### src/rtl/seven_seg_scan_if.sv
// rtl/seven_seg_scan_if.sv - display request/pin bundle; SEVEN_SEG_BRIGHTNESS_EN adds brightness
interface seven_seg_scan_if #(
    parameter int DIGITS = 4
);
    logic                  enable;
    logic [4*DIGITS-1:0]   value;
    logic [DIGITS-1:0]     dp;
    logic                  blank_en;
`ifdef SEVEN_SEG_BRIGHTNESS_EN
    logic [3:0]            brightness;
`endif
    logic [7:0]            seg;
    logic [DIGITS-1:0]     digit_sel;
    logic                  frame_tick;

`ifdef SEVEN_SEG_BRIGHTNESS_EN
    modport master (output enable, value, dp, blank_en, brightness,
                    input  seg, digit_sel, frame_tick);
    modport slave  (input  enable, value, dp, blank_en, brightness,
                    output seg, digit_sel, frame_tick);
`else
    modport master (output enable, value, dp, blank_en,
                    input  seg, digit_sel, frame_tick);
    modport slave  (input  enable, value, dp, blank_en,
                    output seg, digit_sel, frame_tick);
`endif
endinterface

### src/rtl/seven_seg_scan.sv
// rtl/seven_seg_scan.sv - multiplexed hex seven-segment scanner; SEVEN_SEG_BRIGHTNESS_EN enables PWM dimming
module seven_seg_scan #(
    parameter int DIGITS           = 4,
    parameter int CLK_DIV          = 50000,
    parameter int DIGIT_ACTIVE_LOW = 1
) (
    input  logic           clk,
    input  logic           reset,
    seven_seg_scan_if.slave bus
);
    localparam int CNT_W = $clog2(CLK_DIV);
    localparam int IDX_W = (DIGITS > 1) ? $clog2(DIGITS) : 1;
    localparam logic [CNT_W-1:0]  SLOT_LAST = CNT_W'(CLK_DIV - 1);
    localparam logic [IDX_W-1:0]  IDX_LAST  = IDX_W'(DIGITS - 1);
    localparam logic [DIGITS-1:0] SEL_OFF   = (DIGIT_ACTIVE_LOW != 0) ? {DIGITS{1'b1}} : {DIGITS{1'b0}};

    logic [CNT_W-1:0]    slot_cnt;
    logic [IDX_W-1:0]    idx;
    logic [4*DIGITS-1:0] snap_value;
    logic [DIGITS-1:0]   snap_dp;
    logic                snap_blank;
    logic [7:0]          seg_q;
    logic [DIGITS-1:0]   sel_q;
    logic                tick_q;

    logic                frame_start;
    logic                lit;
    logic [3:0]          cur_nib;
    logic                cur_dp;
    logic                cur_blank;
    logic                zero_run;
    logic [DIGITS-1:0]   sel_on;
    logic [7:0]          seg_d;
    logic [DIGITS-1:0]   sel_d;

`ifdef SEVEN_SEG_BRIGHTNESS_EN
    logic [3:0]          pwm_cnt;
`endif

    function automatic logic [6:0] decode(input logic [3:0] n);
        case (n)
            4'h0: decode = 7'h40;
            4'h1: decode = 7'h79;
            4'h2: decode = 7'h24;
            4'h3: decode = 7'h30;
            4'h4: decode = 7'h19;
            4'h5: decode = 7'h12;
            4'h6: decode = 7'h02;
            4'h7: decode = 7'h78;
            4'h8: decode = 7'h00;
            4'h9: decode = 7'h10;
            4'hA: decode = 7'h08;
            4'hB: decode = 7'h03;
            4'hC: decode = 7'h46;
            4'hD: decode = 7'h21;
            4'hE: decode = 7'h06;
            default: decode = 7'h0E;
        endcase
    endfunction

    always_comb begin
        frame_start = (idx == '0) && (slot_cnt == '0);
        cur_nib     = 4'h0;
        cur_dp      = 1'b0;
        cur_blank   = 1'b0;
        zero_run    = 1'b1;
        // Walk from the most significant digit so zero_run means "this and all higher nibbles are zero".
        for (int i = DIGITS - 1; i >= 0; i--) begin
            zero_run = zero_run && (snap_value[4*i +: 4] == 4'h0);
            if (IDX_W'(i) == idx) begin
                cur_nib   = snap_value[4*i +: 4];
                cur_dp    = snap_dp[i];
                cur_blank = snap_blank && (i != 0) && zero_run;
            end
        end

`ifdef SEVEN_SEG_BRIGHTNESS_EN
        lit = (pwm_cnt <= bus.brightness);
`else
        lit = 1'b1;
`endif

        sel_on = DIGITS'(1) << idx;
        if ((slot_cnt == '0) || !lit) begin
            seg_d = 8'hFF;
            sel_d = SEL_OFF;
        end else begin
            seg_d = {~cur_dp, cur_blank ? 7'h7F : decode(cur_nib)};
            sel_d = (DIGIT_ACTIVE_LOW != 0) ? ~sel_on : sel_on;
        end
    end

    always_ff @(posedge clk) begin
        if (reset) begin
            slot_cnt   <= '0;
            idx        <= '0;
            snap_value <= '0;
            snap_dp    <= '0;
            snap_blank <= 1'b0;
            seg_q      <= 8'hFF;
            sel_q      <= SEL_OFF;
            tick_q     <= 1'b0;
        end else if (!bus.enable) begin
            slot_cnt   <= '0;
            idx        <= '0;
            seg_q      <= 8'hFF;
            sel_q      <= SEL_OFF;
            tick_q     <= 1'b0;
        end else begin
            if (slot_cnt == SLOT_LAST) begin
                slot_cnt <= '0;
                idx      <= (idx == IDX_LAST) ? '0 : idx + 1'b1;
            end else begin
                slot_cnt <= slot_cnt + 1'b1;
            end
            // Snapshot only at frame start so a frame never mixes old and new digits.
            if (frame_start) begin
                snap_value <= bus.value;
                snap_dp    <= bus.dp;
                snap_blank <= bus.blank_en;
            end
            seg_q  <= seg_d;
            sel_q  <= sel_d;
            tick_q <= frame_start;
        end
    end

`ifdef SEVEN_SEG_BRIGHTNESS_EN
    always_ff @(posedge clk) begin
        if (reset || !bus.enable) begin
            pwm_cnt <= 4'h0;
        end else begin
            pwm_cnt <= pwm_cnt + 4'h1;
        end
    end
`endif

    assign bus.seg        = seg_q;
    assign bus.digit_sel  = sel_q;
    assign bus.frame_tick = tick_q;
endmodule

### src/flat_wrapper.sv
// flat-port wrapper written by rule: the top's interface ports become plain ports
module seven_seg_scan_flat 
#(
    parameter int DIGITS           = 4,
    parameter int CLK_DIV          = 50000,
    parameter int DIGIT_ACTIVE_LOW = 1
)
  (clk, reset, bus_enable, bus_value, bus_dp, bus_blank_en, bus_seg, bus_digit_sel, bus_frame_tick);
  seven_seg_scan_if #(.DIGITS(DIGITS)) bus_i ();
  input  logic clk;
  input  logic reset;
  input wire logic [$bits(bus_i.enable)-1:0] bus_enable;
  input wire logic [$bits(bus_i.value)-1:0] bus_value;
  input wire logic [$bits(bus_i.dp)-1:0] bus_dp;
  input wire logic [$bits(bus_i.blank_en)-1:0] bus_blank_en;
  output wire logic [$bits(bus_i.seg)-1:0] bus_seg;
  output wire logic [$bits(bus_i.digit_sel)-1:0] bus_digit_sel;
  output wire logic [$bits(bus_i.frame_tick)-1:0] bus_frame_tick;
  assign bus_i.enable = bus_enable;
  assign bus_i.value = bus_value;
  assign bus_i.dp = bus_dp;
  assign bus_i.blank_en = bus_blank_en;
  assign bus_seg = bus_i.seg;
  assign bus_digit_sel = bus_i.digit_sel;
  assign bus_frame_tick = bus_i.frame_tick;
  seven_seg_scan #(.DIGITS(DIGITS), .CLK_DIV(CLK_DIV), .DIGIT_ACTIVE_LOW(DIGIT_ACTIVE_LOW)) u_core (.clk(clk), .reset(reset), .bus(bus_i));
endmodule
### config.mk
export PLATFORM = sky130hd
export DESIGN_NAME = seven_seg_scan_flat
export DESIGN_NICKNAME = d
export VERILOG_FILES = /design/src/rtl/seven_seg_scan_if.sv /design/src/rtl/seven_seg_scan.sv /design/src/flat_wrapper.sv
export SDC_FILE = /design/constraint.sdc
export NUM_CORES = 1
export LEC_CHECK = 0
export CORE_MARGIN = 5
export CORE_UTILIZATION = 41
export CTS_BUF_LIST = sky130_fd_sc_hd__clkbuf_8
export CTS_CLUSTER_DIAMETER = 100
export DETAILED_ROUTE_END_ITERATION = 12
export GPL_TIMING_DRIVEN = 0
export PLACE_DENSITY = 0.62
export RECOVER_POWER = 100
export SLEW_MARGIN = 20
export SYNTH_ARGS = -nofsm -noshare
export SYNTH_HDL_FRONTEND = slang
export SYNTH_SLANG_ARGS = --single-unit
export TNS_END_PERCENT = 5
### constraint.sdc
create_clock -name clk -period 2.5 [get_ports clk]
set_input_delay 0.25 -clock clk [delete_from_list [all_inputs] [get_ports clk]]
set_output_delay 0.25 -clock clk [all_outputs]
set_load 0.02 [all_outputs]
==> results.ini <==
[setup_path]
start_kind=flip-flop
worstRegToRegCells=12
end_kind=flip-flop
criticalPathCategory=flip-flop to flip-flop
worstPathMaxFanout=9
worstPathArrival_ns=2.38
required_ns=2.67

[grt]
grt_pass1_vias=1938
grtUsageTotal_pct=14.4
overflow=0
grt_pass1_wl_mm=8.84
grt_max_degree=16
antenna_found_initial=0

[timing]
worst_pin_slew_ns=0.527
slew_headroom_pct=64.8
hold_viol_final=0
setup_viol=0
finalCriticalPeriod_ns=2.21
drv_slew=0
rsz0062_at_grt=false
period_share_pct=88.5
fin_ws_ns=0.287
fin_tns_setup_ns=0
fin_skew_ns=0.00971
fmax_mhz=452

[floorplan]
die_w_um=88.1
fp.dieH_um=88.1
std_cell_rows=28
core_region_area_um2=5920
start_util_pct=42.2
ioPinCount=37
dieArea_um2=7760

[yosys]
synth_compound_area_share_pct=16.0
synth_top_area_cell=dfxtp_1
ys_seq_area_share_pct=41.7
ys_types=47
netlist_instances=289
synthAdderAreaFrac_pct=6.01
synth_ff_type=dfxtp_1
synthArstFlopShare_pct=0
synth_edf_count=0
syn_nets=325
synth_top_area_share_pct=41.7
synthTopCellsByArea=dfxtp_1, nand2_1, ha_1
yosysMostFrequentCell=dfxtp_1
synthXorXnorAreaFrac_pct=4.91
synthMuxAreaShare_pct=2.00
syn_area_um2=2500
ys_warn_count=0
ys_ff_latch=52
synth_top_family_by_area=simple AND/OR/NAND/NOR gates
yosys-top-cells-count=dfxtp_1, nand2_1, o21ai_0
synth-simple-area-share_pct=23.6
avgSynthCellArea_um2=8.65

[power_and_ir_drop]
p_per_area_nw_per_um2=503
p_switching_w=0.000375
p_leak_nw=1.11
pwr-share-clk_pct=31.5
vdd_ir_drop_max_mv=0.324
p_int_w=0.00116
power_frac_seq_pct=56.8
combPwrFrac_pct=11.8
sw_frac_of_total_pct=24.4

[drt]
drt_iter0_drc=34
routedWlPerCell_um=13.2
antenna_left=0
first_pass_iters=4
routed_wl_mm=5.37
drc=0
vias_per_cell=5.09
routed-via-count=2077

[finish]
syn_to_final_growth_pct=22.4
final.fill_count=585
num_antenna_cells=0
layout-drive-gt1-share_pct=8.11
layout.nets=368

[clock_network]
root_buffer=clkbuf_8
path_clk_slew_ns=0.09
hold_buffers=0
cts_tree=yes
cts.sinks=52
clk_path_buf_depth=2
cts_made_buffers=5
cts_max_level=2
clock_latency_ns=0.30

[place]
place_congestion=0.812
portBuffers=36
hpwl_mm=4.05
place_ws_ns=-0.291

[flow_run]
max_cap_violations=0

[hold_path]
hold_depth=1
worstHoldPathType=flip-flop to flip-flop

[outcome]
outcome=finished, final reports clean

[kinds of logic after synthesis]
kind of cell	after synthesis
xor gates and xnor gates	14
AOI/OAI and AO/OA	66
muxes	5
adders and majority gates	12
and+or+nand+nor	114
buffers and inverters	26
DFF	52
[what timing repair did]
| action | in CTS | in global routing |
|---|---|---|
| gates resized for setup | 3 | 4 |
| buffers inserted | 0 | 0 |
| endpoints found under the hold margin | 0 | 0 |
| endpoints found under the setup margin | 6 | 3 |
[cell usage in the layout, fill, tap and decap left out, drive strengths merged]
cell type,n
clkbuf,15
nand3b,3
o311ai,2
nor3b,2
clkinv,2
nor2,19
o211ai,4
a22o,1
and2b,1
nor4b,1
and2,2
ha,12
inv,11
a21oi,26
and3,2
clkdlybuf4s50,23
nor4,3
buf,6
nor3,7
mux2i,5
dfxtp,52
nand4,3
xor2,10
o21a,1
nor2b,6
dlygate4sd3,13
nand2b,1
o21ai,27
a31oi,1
a311oi,2
nand3,10
a211o,1
a21boi,1
nand2,49
or4b,1
and4,4
xnor2,4
[per-stage QoR]
stage / hold WS, ns / area, um^2 / util, % / instances / total power (W)
after floorplan: 0.319 / 2500 / - / 289 / 0.000997
after global placement: 0.448 / 2950 / 49.9 / 400 / 0.00108
after detailed placement: 0.446 / 2950 / 49.9 / 400 / 0.00108
after CTS: 0.467 / 3060 / 51.6 / 408 / 0.00157
after global routing: 0.492 / 3060 / 51.6 / 408 / 0.00163
final: 0.463 / 3060 / 51.6 / 408 / 0.00154
[worst max-delay path, cell delays in order, from the launching register on]
cell and delay [ns]:
dfxtp_1 0.39, inv_1 0.08, ha_1 0.19, buf_6 0.14
nor2_4 0.19, o211ai_1 0.18, o311ai_4 0.14, inv_1 0.15
ha_1 0.24, inv_1 0.10, mux2i_1 0.08, mux2i_1 0.14
nand2_1 0.06
[path summary, 6_finish.rpt]
check	startpoint	end	slack [ns]
worst min-delay path	u_core.slot_cnt[0]	u_core.slot_cnt[0]	0.46
worst max-delay path	u_core.idx[1]	u_core.bus.seg[3]	0.29
worst max register to register	u_core.idx[1]	u_core.bus.seg[3]	0.29
worst min register to register	u_core.slot_cnt[0]	u_core.slot_cnt[0]	0.46
[routing by layer]
layer	GRT usage, %	part of all wire (%)
met2	24.8	49
met3	3.20	4.8
met4	3.30	0.93
met5	0	0
met1	18.4	45
[registers in the layout (all words and copies together), names as in the netlist]
name,cells
u_core.idx,2
u_core.bus.digit_sel,4
u_core.snap_value,16
u_core.bus.seg,8
u_core.slot_cnt,16
u_core.snap_blank,1
u_core.bus.frame_tick,1
u_core.snap_dp,4
[power groups by stage]
stage / registers [W] / logic [W] / clock network [W]
finish: 0.000873 / 0.000181 / 0.000485
global placement: 0.000893 / 0.000184 / 0
floorplan: 0.000893 / 0.000104 / 0
CTS: 0.000874 / 0.000186 / 0.000506
global route: 0.000877 / 0.000204 / 0.000550
detailed placement: 0.000893 / 0.000184 / 0
[area by class of cell]
cell class / instances / area [um^2] / area share (%)
multi-input cells: 211 / 1330 / 43.6
inverters: 11 / 41.3 / 1.35
clock buffers: 6 / 82.6 / 2.70
plain buffers: 15 / 95.1 / 3.11
repair buffers: 36 / 360 / 11.8
flip-flops and latches: 52 / 1040 / 34.0
clock inverters: 2 / 10.0 / 0.327
well taps: 75 / 93.8 / 3.07
Power figures use the tool's default switching activity.
